**config.mk**
```make
export PLATFORM = sky130hd
export DESIGN_NAME = axi4_lite_write_decoder
export DESIGN_NICKNAME = d
export VERILOG_FILES = /design/src/rtl/axi4_lite_addr_map_package.sv /design/src/rtl/axi4_lite_addr_decoder.sv /design/src/rtl/axi4_lite_write_decoder.sv
export SDC_FILE = /design/constraint.sdc
export NUM_CORES = 1
export LEC_CHECK = 0
export CELL_PAD_IN_SITES_DETAIL_PLACEMENT = 0
export CELL_PAD_IN_SITES_GLOBAL_PLACEMENT = 1
export CORE_ASPECT_RATIO = 0.5
export CORE_UTILIZATION = 30
export CTS_BUF_LIST = sky130_fd_sc_hd__clkbuf_2
export DETAILED_ROUTE_END_ITERATION = 16
export PLACE_DENSITY = 0.95
export SETUP_SLACK_MARGIN = 0.1
export SLEW_MARGIN = 30
export SYNTH_ARGS = -nofsm -noshare
export SYNTH_HDL_FRONTEND = slang
export SYNTH_SLANG_ARGS = --single-unit
```
**constraint.sdc**
```tcl
create_clock -name clk -period 2.65 [get_ports clk]
set_clock_uncertainty 0.1 [all_clocks]
set_input_delay 0.6625 -clock clk [delete_from_list [all_inputs] [get_ports clk]]
set_output_delay 0.6625 -clock clk [all_outputs]
set_load 0.02 [all_outputs]
```
**src/rtl/axi4_lite_addr_map_package.sv**
```systemverilog
// axi4_lite_addr_map_package: address map, widths, response codes and write FSM states
package axi4_lite_addr_map_package;
    localparam int SLAVE_NUM   = 2;
    localparam int ADDR_WIDTH  = 32;
    localparam int DATA_WIDTH  = 32;
    localparam int STRB_WIDTH  = DATA_WIDTH / 8;
    localparam int SLAVE_IDX_W = $clog2(SLAVE_NUM);
    localparam logic [1:0] RESP_OKAY   = 2'b00;
    localparam logic [1:0] RESP_DECERR = 2'b11;
    localparam logic [ADDR_WIDTH-1:0] SLAVE_BASE_ADDR [SLAVE_NUM] = '{32'h0000_0000, 32'h0000_0100};
    localparam logic [ADDR_WIDTH-1:0] SLAVE_ADDR_MASK [SLAVE_NUM] = '{32'hFFFF_FF00, 32'hFFFF_FF00};
    typedef enum logic [1:0] {IDLE, FWD, RESP, ERR} wr_state_t;
endpackage

```
**src/rtl/axi4_lite_addr_decoder.sv**
```systemverilog
// axi4_lite_addr_decoder: combinational address to {hit, slave index} lookup
module axi4_lite_addr_decoder
    import axi4_lite_addr_map_package::*;
(
    input  logic [ADDR_WIDTH-1:0]  addr,
    output logic                   hit,
    output logic [SLAVE_IDX_W-1:0] idx
);
    // scan from the top down so the lowest matching index is the one left standing
    always_comb begin
        hit = 1'b0;
        idx = '0;
        for (int i = SLAVE_NUM - 1; i >= 0; i--) begin
            if ((addr & SLAVE_ADDR_MASK[i]) == (SLAVE_BASE_ADDR[i] & SLAVE_ADDR_MASK[i])) begin
                hit = 1'b1;
                idx = SLAVE_IDX_W'(i);
            end
        end
    end
endmodule

```
**src/rtl/axi4_lite_write_decoder.sv**
```systemverilog
// axi4_lite_write_decoder: routes one AXI4-Lite write at a time to the decoded slave, DECERR on miss
module axi4_lite_write_decoder
    import axi4_lite_addr_map_package::*;
(
    input  logic                    clk,
    input  logic                    rst,
    input  logic                    s_awvalid,
    output logic                    s_awready,
    input  logic [ADDR_WIDTH-1:0]   s_awaddr,
    input  logic                    s_wvalid,
    output logic                    s_wready,
    input  logic [DATA_WIDTH-1:0]   s_wdata,
    input  logic [STRB_WIDTH-1:0]   s_wstrb,
    output logic                    s_bvalid,
    input  logic                    s_bready,
    output logic [1:0]              s_bresp,
    output logic [SLAVE_NUM-1:0]    m_awvalid,
    input  logic [SLAVE_NUM-1:0]    m_awready,
    output logic [ADDR_WIDTH-1:0]   m_awaddr,
    output logic [SLAVE_NUM-1:0]    m_wvalid,
    input  logic [SLAVE_NUM-1:0]    m_wready,
    output logic [DATA_WIDTH-1:0]   m_wdata,
    output logic [STRB_WIDTH-1:0]   m_wstrb,
    input  logic [SLAVE_NUM-1:0]    m_bvalid,
    output logic [SLAVE_NUM-1:0]    m_bready,
    input  logic [2*SLAVE_NUM-1:0]  m_bresp
);
    wr_state_t state, state_nxt;
    logic aw_held, w_held, aw_pend, w_pend;
    logic aw_fire, w_fire, both, aw_done, w_done, dec_hit;
    logic [SLAVE_IDX_W-1:0] sel, dec_idx;
    logic [ADDR_WIDTH-1:0] dec_addr;

    assign dec_addr = aw_held ? m_awaddr : s_awaddr;

    axi4_lite_addr_decoder u_dec (
        .addr (dec_addr),
        .hit  (dec_hit),
        .idx  (dec_idx)
    );

    // state register; reset abandons any transaction in flight
    always_ff @(posedge clk) begin
        state <= rst ? IDLE : state_nxt;
    end

    // next state and handshake outputs; everything held at 0 while in reset
    always_comb begin
        state_nxt = state;
        s_awready = 1'b0;
        s_wready  = 1'b0;
        s_bvalid  = 1'b0;
        s_bresp   = RESP_OKAY;
        m_awvalid = '0;
        m_wvalid  = '0;
        m_bready  = '0;
        aw_fire   = 1'b0;
        w_fire    = 1'b0;
        both      = 1'b0;
        aw_done   = 1'b0;
        w_done    = 1'b0;
        if (!rst) begin
            case (state)
                IDLE: begin
                    s_awready = !aw_held;
                    s_wready  = !w_held;
                    aw_fire   = s_awvalid && !aw_held;
                    w_fire    = s_wvalid && !w_held;
                    both      = (aw_held || aw_fire) && (w_held || w_fire);
                    if (both) state_nxt = dec_hit ? FWD : ERR;
                end
                FWD: begin
                    m_awvalid[sel] = aw_pend;
                    m_wvalid[sel]  = w_pend;
                    aw_done = !aw_pend || m_awready[sel];
                    w_done  = !w_pend || m_wready[sel];
                    if (aw_done && w_done) state_nxt = RESP;
                end
                RESP: begin
                    s_bvalid      = m_bvalid[sel];
                    s_bresp       = m_bresp[2*sel +: 2];
                    m_bready[sel] = s_bready;
                    if (m_bvalid[sel] && s_bready) state_nxt = IDLE;
                end
                ERR: begin
                    s_bvalid = 1'b1;
                    s_bresp  = RESP_DECERR;
                    if (s_bready) state_nxt = IDLE;
                end
            endcase
        end
    end

    // capture AW/W once each, latch the decoded slave and track outstanding slave handshakes
    always_ff @(posedge clk) begin
        if (rst) begin
            aw_held  <= 1'b0;
            w_held   <= 1'b0;
            aw_pend  <= 1'b0;
            w_pend   <= 1'b0;
            sel      <= '0;
            m_awaddr <= '0;
            m_wdata  <= '0;
            m_wstrb  <= '0;
        end else begin
            if (aw_fire) m_awaddr <= s_awaddr;
            if (w_fire) begin
                m_wdata <= s_wdata;
                m_wstrb <= s_wstrb;
            end
            if (both) begin
                aw_held <= 1'b0;
                w_held  <= 1'b0;
                sel     <= dec_idx;
                aw_pend <= dec_hit;
                w_pend  <= dec_hit;
            end else begin
                if (aw_fire) aw_held <= 1'b1;
                if (w_fire) w_held <= 1'b1;
            end
            if (state == FWD) begin
                if (m_awready[sel]) aw_pend <= 1'b0;
                if (m_wready[sel]) w_pend <= 1'b0;
            end
        end
    end
endmodule

```
After elaboration in Yosys (flattened, before gate mapping)
Index checks and enable logic that the tools add are counted.
- shifts and indexed selects: 1
- magnitude comparators: 2
- reduce and logical (&&, ||, !) cells: 18
- bitwise operators: 3
- equality and inequality tests: 8
- mux-type cells: 44
- operators by type and width (kind ; count):
    $logic_not 32->1 ; 1
    $mux 32 ; 1
    $mux 1 ; 27
    $eq 24x1->1 const B ; 1
    $mux 2 ; 12
    $ne 2x2->1 const B ; 4
    $pmux 2 s4 ; 1
    $and 2x2->2 ; 3
    $logic_and 1x1->1 ; 6
    $eq 2x2->1 const B ; 2
    $logic_not 1->1 ; 4
    $logic_or 1x1->1 ; 4
    $pmux 2 s2 ; 1
    $reduce_and 4->1 ; 1
    $shiftx 4x3->2 ; 1
    $eq 2x1->1 const B ; 1
    $logic_not 2->1 ; 1
    $lt 1x2->1 const B ; 1
    $pmux 1 s2 ; 1
    $reduce_or 2->1 ; 1
    $demux 1 s1 ; 1
    $ge 1x1->1 const B ; 1
- register bits: 75

Depth between registers and ports, before layout
Gate-level depths: netlist of run 1.
- depth after elaboration: 9
- gate-level depth with buffers: 7

Modules after synthesis
A second synthesis of run 1 with hierarchy kept.
- cells, all modules: 418
- area total of the unflattened synthesis: 3534.6 um^2
- by module, submodules not included (module ; seq. area each (um^2) ; area an instance (um^2) ; cells an instance ; times used):
    axi4_lite_write_decoder ; 1501.4 ; 3457.1 ; 407 ; 1
    axi4_lite_addr_decoder ; 0.0 ; 77.6 ; 11 ; 1

Least setup slack after synthesis of run 1
OpenSTA, ideal clock, no wires.
- path type: input port to output port
- from: input port rst
- to: output port m_awvalid[0]
- arrival: 1.711 ns
- slack: 0.176 ns
- path buffers: 2
- stages: 3
- cells stage by stage: buf_2 -> clkbuf_1 -> nor4_1
- longest elaborated chain between the ends: 1
- ends and longest elaborated chain (what ; RTL line ; text):
    start, declared ; axi4_lite_write_decoder.sv:6 ; input logic rst,
    $mux 2 ; axi4_lite_write_decoder.sv:62 ; if (!rst) begin
    end, declared ; axi4_lite_write_decoder.sv:17 ; output logic [SLAVE_NUM-1:0] m_awvalid,
Every way passes these cells.

Final worst setup path of run 1
- from: register state[1]
- to: output port m_awvalid[1]
- longest elaborated chain between the ends: 3
- ends and longest elaborated chain (what ; RTL line ; text):
    start, declared ; axi4_lite_write_decoder.sv:28 ; wr_state_t state, state_nxt;
    start signal, assigned ; axi4_lite_write_decoder.sv:44 ; state <= rst ? IDLE : state_nxt;
    $eq 2x1->1 ; axi4_lite_write_decoder.sv:63 ; case (state)
    $mux 2 ; axi4_lite_write_decoder.sv:63 ;
    $mux 2 ; axi4_lite_write_decoder.sv:62 ;
Every way passes these cells.

==> results of run 1 <==
==> Yosys cell counts, drive strengths merged, types with 4 or more instances <==
master / instances / share of area (%)
o21ai: 4 / 0.67
a21oi: 69 / 11
nor2: 12 / 1.5
nor4: 11 / 3.2
nor3: 10 / 1.7
nand2: 142 / 18
nand2b: 4 / 0.83
clkbuf: 14 / 1.7
dfxtp: 75 / 50
buf: 13 / 3.8
==> power by group <==
part           internal, mW  switching (mW)  leakage [nW]
sequential             1.20          0.0473         0.612
clock                 0.230           0.374        0.0736
combinational         0.301           0.296          1.03
total                  1.73           0.717          1.72
==> layout make-up <==
type	count	area (µm²)
clock buffer	13	65.06
clock inverter	3	38.79
fill	950	4787
inverter	3	11.26
multi-input combinational	281	1330
sequential	75	1510
tap	135	168.9
timing repair buffer	179	1692
==> cells by family (layout without fill, tap and decap cells) <==
kind of cell    Yosys count  count (layout)  synth area share [%]
simple gates            191             191                 27.44
mux                       4               4                 1.372
flops                    75              75                 49.90
compound gates           86              86                 15.38
buf+inv                  30             198                 5.904
==> worst register-to-register path, stage by stage (launching register included) <==
cell and delay [ps]:
dfxtp_1 380, buf_4 200, nor4b_1 280, nand2_1 110, a222oi_1 330, buf_4 200
o2bb2ai_1 110
==> routing by layer <==
metal  GRT usage, %  vias up
li1               -     1609
met1          20.11     1442
met2          30.04       74
met3          5.840       10
met4          4.965        0
met5              0        -
==> path summary, 6_finish.rpt <==
check                      end  slack, ps  cells past startpoint
setup / recovery  m_awvalid[1]        230                      3
hold / removal     m_wdata[28]        370                      2
setup reg to reg           sel        880                      6
hold reg to reg    m_wdata[28]        370                      2
==> registers in the layout, indices dropped and copies added, names as in the netlist <==
| register | count |
|---|---|
| aw_pend | 1 |
| sel | 1 |
| w_pend | 1 |
| m_wdata | 32 |
| w_held | 1 |
| m_wstrb | 4 |
| aw_held | 1 |
| m_awaddr | 32 |
| state | 2 |
==> repair_timing <==
action                                  4_1_cts  5_1_grt
setup buffers                                 1        1
cloned                                        0        0
endpoints found under the setup margin       11       10
gates resized for setup                      16       22
hold endpoints to repair                      0        0
==> metrics.md, run 1 <==
| Metric | Value |
|---|---|
| Synth async-reset ratio | 0% |
| GRT Resource Usage Total | 17.16% |
| Initial DRC Count | 117 |
| Area growth syn-to-layout | 60.04% |
| Total Neg Setup Slack | 0 ps |
| Final min period | 2424 ps |
| FF-to-FF Start | aw_held |
| Worst slack, placed | -187.2 ps |
| Final count of negative-setup-slack endpoints | 0 |
| Synth Register Bits | 75 |
| First-pass GRT wire length | 13.93 mm |
| Synth warn | 0 |
| Post-route setup slack | 226.1 ps |
| Worst-margin pin slew | 603.6 ps |
| Min Hold Slack | 365.2 ps |
| TritonCTS Buffers | 9 |
| Grt ovf | 0 |
| Drt via density | 4.550 |
| Drt drc | 0 |
| Max Slew Vio Count | 0 |
| Core ar. | 0.009603 mm² |
| First-pass DRT Iterations | 6 |
| CTS tree | built |
| Total power | 2.446 mW |
| Finished Layout Cells | 689 |
| Critical Path AT | 1660 ps |
| Post-synth EDFFs | 0 |
| # rows | 25 |
| Final Cycle Share | 91.47% |
| Peak supply drop | 0.2331 mV |
| Max_slew headroom | 59.45% |
| Max Cap Violations | 0 |
| Initial antenna violation count | 0 |
| Vias after detailed routing | 3,135 |
| Met1 wire length | 4.024 mm |
| Hold_buf cts | 0 |
| Share of cells above drive strength 1 | 9.025% |
| DIE HEIGHT | 72.82 µm |
| Mapped Nets | 469 |
| FMAX | 0.4126 GHz |
| Clock root buffer | clkbuf_2 |
| Hold_sp | m_wdata[28] |
| Final non-filler cell area | 0.004816 mm² |
| Top Family by Delay on Critical Path | flip-flops |
| Post-synthesis cell type count | 31 |
| Worst Setup Path Type | register to output pin |
| Max stage delay on crit path | 420 ps |
| Cells after synthesis | 386 |
| Die width | 143.6 µm |
| Final Util | 50.15% |
| Met2 routed WL | 4.267 mm |
| Commonest cells after routing, fill and taps aside | clkdlybuf4s50_1, nand2_1, dfxtp_1 |
| Placed instance count | 671 |
| Final ANT Viol Nets | 0 |
| Highest metal used | met4 |
| Placed inst area | 0.004738 mm² |
| Met3 WL post-DR | 465 µm |
| # clock sinks | 75 |
| Port buffer count | 161 |
| Antenna Diode Count | 0 |
| CP startpoint kind | register |
| Largest net degree at the start of global routing | 34 |
| Worst setup path start | state[1] |
| CP bufs+invs | 1 |
| Gpl congestion | 0.7497 |
| Vias in the first global route | 2,837 |
| Hpwl dp | 6.494 mm |
| P per Cell Area | 507.9 mW/mm² |
| Final hold violations | 0 |
| Dominant synthesized flop cell | dfxtp_1 |
| H-tree Lvls | 3 |
| Cells along the critical path | nand2b_1 -> nor3_1 -> dlygate4sd2_1 |
| CTS max path bufs | 2 |
| Worst EP required | 1890 ps |
| Crit-path max FO | 11 |
| Register area share after synthesis | 49.90% |
| Die Area | 0.01046 mm² |
| Setup crit end kind | output pin |
| Later-pin clock latency in the skew report | 500 ps |
| Clock-pin slew on the worst setup and hold paths | 170 ps |
| Status | finished clean |
| Routed WL per cell | 12.85 µm |
| Nets | 632 |
| Hold/Removal Path Class | register to register |
| I/O pins | 162 |
| Drt total wl | 8.853 mm |
| Starting Density | 31.34% |
| Most common cell after layout, fill and taps aside | clkdlybuf4s50_1 |
| Post-Syn Area | 0.003009 mm² |
| RSZ-0062 raised after global routing | true |
| Avg Cell Area, Syn | 7.796 µm² |
| Leakage power figure | 1.716 nW |
| Slowest CP cell | dfxtp_4 |
No activity file was read; power rests on OpenSTA's default activity.
==> inputs of run 2 (changes only) <==
--- a/config.mk
+++ b/config.mk
@@ -8,10 +8,11 @@
 export CELL_PAD_IN_SITES_DETAIL_PLACEMENT = 0
 export CELL_PAD_IN_SITES_GLOBAL_PLACEMENT = 1
 export CORE_ASPECT_RATIO = 0.5
-export CORE_UTILIZATION = 30
+export CORE_MARGIN = 4
+export CORE_UTILIZATION = 27
 export CTS_BUF_LIST = sky130_fd_sc_hd__clkbuf_2
 export DETAILED_ROUTE_END_ITERATION = 16
-export PLACE_DENSITY = 0.95
+export PLACE_DENSITY = 0.9
 export SETUP_SLACK_MARGIN = 0.1
 export SLEW_MARGIN = 30
 export SYNTH_ARGS = -nofsm -noshare
==> constraint.sdc (replaced) <==
create_clock -name clk -period 2.78 [get_ports clk]
set_clock_uncertainty 0.1 [all_clocks]
set_input_delay 0.695 -clock clk [delete_from_list [all_inputs] [get_ports clk]]
set_output_delay 0.695 -clock clk [all_outputs]
set_load 0.02 [all_outputs]
==> metrics.md, run 2 (synthesis results as in run 1) <==
| Metric | Value |
|---|---|
| Placed inst area | 0.004742 mm² (was 0.004738 mm²) |
| Worst reg-to-reg setup slack | 970 ps (was 880 ps) |
| Largest net degree at the start of global routing | 45 (was 34) |
| First-pass GRT wire length | 15.17 mm (was 13.93 mm) |
| Critical Path AT | 1840 ps (was 1660 ps) |
| Grt ovf | 0 (unchanged) |
| Flop pwr share | 53.2% (was 50.9%) |
| Initial DRC Count | 169 (was 117) |
| CP startpoint kind | primary input (was register) |
| Share of cells above drive strength 1 | 6.715% (was 9.025%) |
| Core ar. | 0.01054 mm² (was 0.009603 mm²) |
| Hold_buf cts | 0 (unchanged) |
| FF-to-FF Start | aw_held (unchanged) |
| Most common cell after layout, fill and taps aside | clkdlybuf4s50_1 (unchanged) |
| Combinational share of power | 25.8% (was 24.4%) |
| Die Area | 0.01300 mm² (was 0.01046 mm²) |
| Biggest regs | m_awaddr x32, m_wdata x32, m_wstrb x4 (unchanged) |
| TritonCTS Buffers | 9 (unchanged) |
| Gpl congestion | 0.8244 (was 0.7497) |
| H-tree Lvls | 3 (unchanged) |
| Hpwl dp | 7.048 mm (was 6.494 mm) |
| # clock sinks | 75 (unchanged) |
| Leakage power figure | 1.720 nW (was 1.716 nW) |
| P per Cell Area | 461.5 mW/mm² (was 507.9 mW/mm²) |
| CTS max path bufs | 2 (unchanged) |
| Worst setup path start | s_bready (was state[1]) |
| Clock-pin slew on the worst setup and hold paths | 180 ps (was 170 ps) |
| Worst EP required | 1990 ps (was 1890 ps) |
| # rows | 26 (was 25) |
| Crit-path max FO | 3 (was 11) |
| RSZ-0062 raised after global routing | false (was true) |
| Starting Density | 28.55% (was 31.34%) |
| Drt total wl | 9.613 mm (was 8.853 mm) |
| Final ANT Viol Nets | 0 (unchanged) |
| Max Cap Violations | 0 (unchanged) |
| Initial antenna violation count | 0 (unchanged) |
| Die width | 157.3 µm (was 143.6 µm) |
| Final non-filler cell area | 0.004837 mm² (was 0.004816 mm²) |
| Commonest cells after routing, fill and taps aside | clkdlybuf4s50_1, nand2_1, dfxtp_1 (unchanged) |
| First-pass DRT Iterations | 5 (was 6) |
| Worst-margin pin slew | 623.9 ps (was 603.6 ps) |
| Clock root buffer | clkbuf_2 (unchanged) |
| Port buffer count | 161 (unchanged) |
| Antenna Diode Count | 0 (unchanged) |
| Setup crit end kind | output pin (unchanged) |
| Final count of negative-setup-slack endpoints | 0 (unchanged) |
| Int Pwr | 1.537 mW (was 1.728 mW) |
| Later-pin clock latency in the skew report | 500 ps (about the same) |
| FMAX | 0.3791 GHz |
| Drt drc | 0 (unchanged) |
| Placed instance count | 674 (was 671) |
| Final min period | 2638 ps |
| Worst slack, placed | -148.3 ps (was -187.2 ps) |
| DIE HEIGHT | 82.65 µm (was 72.82 µm) |
| Total Neg Setup Slack | 0 ps (unchanged) |
| Final Cycle Share | 94.89% |
| Peak supply drop | 0.1667 mV (was 0.2331 mV) |
| Vias after detailed routing | 3,120 (was 3,135) |
| Nets | 630 (was 632) |
| Max Slew Vio Count | 0 (unchanged) |
| Switching share of power | 31.13% (was 29.33%) |
| CTS tree | built (unchanged) |
| Post-route setup slack | 141.9 ps (was 226.1 ps) |
| Worst Setup Path Type | primary input to output pin (was register to output pin) |
| Multi-input gate area | 0.001333 mm² (was 0.001330 mm²) |
| Fillers | 1,061 (was 950) |
| R2R cell count | 6 (unchanged) |
| Area growth syn-to-layout | 60.75% (was 60.04%) |
| Drt via density | 4.515 (was 4.550) |
| Switching pwr | 0.6948 mW (was 0.7174 mW) |
| Reg2reg end | state[1] (was sel) |
| Critical Path End | m_bready[0] (was m_awvalid[1]) |
| Hold/Removal Path Class | register to register (unchanged) |
| Status | finished clean (unchanged) |
| I/O pins | 162 (unchanged) |
| Routed WL per cell | 13.91 µm (was 12.85 µm) |
| Register Area | 0.001508 mm² (was 0.001510 mm²) |
| Clk pwr share | 21.0% (was 24.7%) |
| Max_slew headroom | 58.08% (was 59.45%) |
| GRT Resource Usage Total | 14.77% (was 17.16%) |
| Vias in the first global route | 3,026 (was 2,837) |
| Final hold violations | 0 (unchanged) |
| Finished Layout Cells | 691 (was 689) |
run 2: cell count changes in the layout (fill, tap and decap cells not counted), moves of 2 or more:
cell           delta
dlygate4sd2_1     +8
buf_12            +2
clkbuf_2         -12
buf_4             -3
clkinv_1          +2
run 2: how the worst min path moves through the flow:
stage,cells after the start,to,startpoint,slack [ps]
floorplan,1,w_held,w_held,420
global placement,2,m_wdata[10],m_wdata[10],340
detailed placement,2,m_wdata[17],m_wdata[17],350
CTS,2,m_wdata[17],m_wdata[17],370
global route,2,m_wdata[14],m_wdata[14],390
finish,2,m_wdata[17],m_wdata[17],360
run 2: area by class of cell:
class | instances | area share [%]
sequential | 75 | 31.17
timing repair buffer | 177 | 35.95
clock buffer | 10 | 1.035
multi-input combinational | 281 | 27.55
inverter | 3 | 0.2328
clock inverter | 5 | 0.4397
tap | 140 | 3.621
run 2: what timing repair did:
action | CTS | global route
gates cloned | 0 | 0
endpoints found under the setup margin | 11 | 3
gates resized for setup | 15 | 2
buffers inserted | 0 | 2
run 2: critical path: stages:
cell and delay [ps]:
clkdlybuf4s50_1 480, inv_1 70, nor4_1 220, dlygate4sd2_1 380
run 2: stage by stage:
stage	power [mW]	util, %	hold slack (ps)
global placement	1.791	44.99	341.3
global route	2.378	45.89	386.2
CTS	2.279	45.60	368.3
detailed placement	1.794	44.99	345.3
finish	2.232	45.89	364.2
floorplan	1.490	-	422.9
run 2: power by group through the flow:
stage	Sequential (mW)	Clock (mW)	Combinational (mW)
6_report	1.19	0.470	0.576
5_1_grt	1.20	0.550	0.631
4_1_cts	1.19	0.510	0.582
3_5_place_dp	1.21	0	0.585
3_3_place_gp	1.21	0	0.583
2_1_floorplan	1.27	0	0.220
run 2: routing by layer:
metal / track usage [%] / vias up / routed length (µm)
met5: 0 / - / 0
met1: 18.04 / 1408 / 4240
met3: 4.425 / 10 / 603
li1: - / 1610 / -
met4: 5.665 / 0 / 127
met2: 24.89 / 92 / 4641
==> inputs of run 3 (changes only) <==
--- a/config.mk
+++ b/config.mk
@@ -14,6 +14,7 @@
 export DETAILED_ROUTE_END_ITERATION = 16
 export PLACE_DENSITY = 0.9
 export SETUP_SLACK_MARGIN = 0.1
+export SKIP_LAST_GASP = 1
 export SLEW_MARGIN = 30
 export SYNTH_ARGS = -nofsm -noshare
 export SYNTH_HDL_FRONTEND = slang
==> metrics.md, run 3 (synthesis results as in run 1) <==
| Metric | Value |
|---|---|
| Routed WL per cell | 13.95 µm (was 13.91 µm) |
| Status | finished with violations (was finished clean) |
| Worst EP required | 1990 ps (about the same) |
| Final Util | 45.68% (was 45.89%) |
| RSZ-0062 raised after global routing | true (was false) |
| Slowest CP cell | clkdlybuf4s50_1 (unchanged) |
| Vias after detailed routing | 3,113 (was 3,120) |
| Hold Path Depth | 2 (unchanged) |
| First-pass GRT wire length | 15.17 mm (unchanged) |
| Hold_buf cts | 0 (unchanged) |
| Initial DRC Count | 162 (was 169) |
| CP Depth | 5 (was 4) |
| Gpl congestion | 0.8244 (unchanged) |
| FMAX | 0.3517 GHz (was 0.3791 GHz) |
| CTS max path bufs | 2 (unchanged) |
| I/O pins | 162 (unchanged) |
| TritonCTS Buffers | 9 (unchanged) |
| Min Hold Slack | 364.2 ps (about the same) |
| Max_slew headroom | 57.60% (was 58.08%) |
| Drt total wl | 9.614 mm (was 9.613 mm) |
| Antenna Diode Count | 0 (unchanged) |
| DIE HEIGHT | 82.65 µm (unchanged) |
| Die width | 157.3 µm (unchanged) |
| Worst-margin pin slew | 631.2 ps (was 623.9 ps) |
| CP bufs+invs | 2 (was 3) |
| Hpwl dp | 7.048 mm (unchanged) |
| Setup crit end kind | output pin (unchanged) |
| Drt drc | 0 (unchanged) |
| Cells along the critical path | clkdlybuf4s50_1 -> mux2_2 -> nor2_1 -> nor2_1 -> clkdlybuf4s50_1 (was clkdlybuf4s50_1 -> inv_1 -> nor4_1 -> dlygate4sd2_1) |
| Max Slew Vio Count | 0 (unchanged) |
| Total power | 2.233 mW (was 2.232 mW) |
| Max stage delay on crit path | 530 ps (was 480 ps) |
| Clock-pin slew on the worst setup and hold paths | 180 ps (about the same) |
| Commonest cells after routing, fill and taps aside | clkdlybuf4s50_1, nand2_1, dfxtp_1 (unchanged) |
| Most common cell after layout, fill and taps aside | clkdlybuf4s50_1 (unchanged) |
| Top Family by Delay on Critical Path | buffers and inverters (unchanged) |
| Starting Density | 28.55% (unchanged) |
| Biggest regs | m_awaddr x32, m_wdata x32, m_wstrb x4 (unchanged) |
| Hold/Removal Path Class | register to register (unchanged) |
| Later-pin clock latency in the skew report | 500 ps (about the same) |
| Failing checks | setup timing |
| Peak supply drop | 0.1667 mV (about the same) |
| Core ar. | 0.01054 mm² (unchanged) |
| Worst slack, placed | -148.3 ps (unchanged) |
| Final count of negative-setup-slack endpoints | 1 (was 0) |
| Post-route setup slack | -63.70 ps (was 141.9 ps) |
| R2R cell count | 6 (unchanged) |
| First-pass DRT Iterations | 4 (was 5) |
| Crit-path max FO | 2 (was 3) |
| Final ANT Viol Nets | 0 (unchanged) |
| Setup bufs post-CTS | 0 (unchanged) |
| # clock sinks | 75 (unchanged) |
| H-tree Lvls | 3 (unchanged) |
| Vias in the first global route | 3,026 (unchanged) |
| Critical Path AT | 2050 ps (was 1840 ps) |
| Nets | 628 (was 630) |
| Drt via density | 4.518 (was 4.515) |
| Initial antenna violation count | 0 (unchanged) |
| Final hold violations | 0 (unchanged) |
| CP startpoint kind | primary input (unchanged) |
| GRT Resource Usage Total | 14.77% (unchanged) |
| Clock root buffer | clkbuf_2 (unchanged) |
| CTS tree | built (unchanged) |
| Area growth syn-to-layout | 60.00% (was 60.75%) |
| Grt ovf | 0 (unchanged) |
| Leakage power figure | 1.715 nW (was 1.720 nW) |
| Worst Setup Path Type | primary input to output pin (unchanged) |
| Share of cells above drive strength 1 | 6.375% (was 6.715%) |
| Port buffer count | 161 (unchanged) |
| P per Cell Area | 463.8 mW/mm² (was 461.5 mW/mm²) |
| Final Cycle Share | 102.3% (was 94.89%) |
| Final min period | 2844 ps (was 2638 ps) |
| Die Area | 0.01300 mm² (unchanged) |
| # rows | 26 (unchanged) |
| Largest net degree at the start of global routing | 45 (unchanged) |
| Max Cap Violations | 0 (unchanged) |
## run 3: metal layers
layer  wire length, µm  vias to the layer above  track usage, %
met3               518                       10           4.425
li1                  -                     1604               -
met4               127                        0           5.665
met1              4334                     1416           18.04
met2              4633                       83           24.89
met5                 0                        -               0
## run 3: worst paths after layout
kind	from	end	slack [ps]
max	m_bvalid[0]	s_bvalid	-60
min reg2reg	m_wdata[17]	m_wdata[17]	360
min	m_wdata[17]	m_wdata[17]	360
max reg2reg	aw_held	state[1]	970
## run 3: where the power goes
part	total [mW]	internal (mW)	switching, mW
sequential	1.19	1.14	0.0458
combinational	0.578	0.292	0.285
clock	0.469	0.106	0.363
## run 3: metrics by stage
stage	TNS, ps	instances	area [µm²]
finish	-63.70	689	4815
global placement	-356.8	674	4742
detailed placement	-509.7	674	4742
global route	-136.3	689	4815
floorplan	0	386	3009
CTS	-283.9	689	4806
## run 3: layout make-up
type | count | area (µm²)
multi-input combinational | 281 | 1333
sequential | 75 | 1508
fill | 1065 | 5725
tap | 140 | 175.2
timing repair buffer | 175 | 1717
clock inverter | 5 | 21.27
inverter | 3 | 11.26
clock buffer | 10 | 50.05
## run 3: repair_timing
| action | in CTS | in global routing |
|---|---|---|
| pin swaps | 0 | 0 |
| gates resized for setup | 12 | 4 |
| endpoints found under the setup margin | 11 | 5 |
| cloned | 0 | 0 |
## run 3: worst reg2reg max path, stage by stage, from the launching register on
cell      delay, ps
dfxtp_1         400
buf_4           220
nor4b_1         290
nand2_1         130
a222oi_1        330
buf_4           190
o22ai_1          60
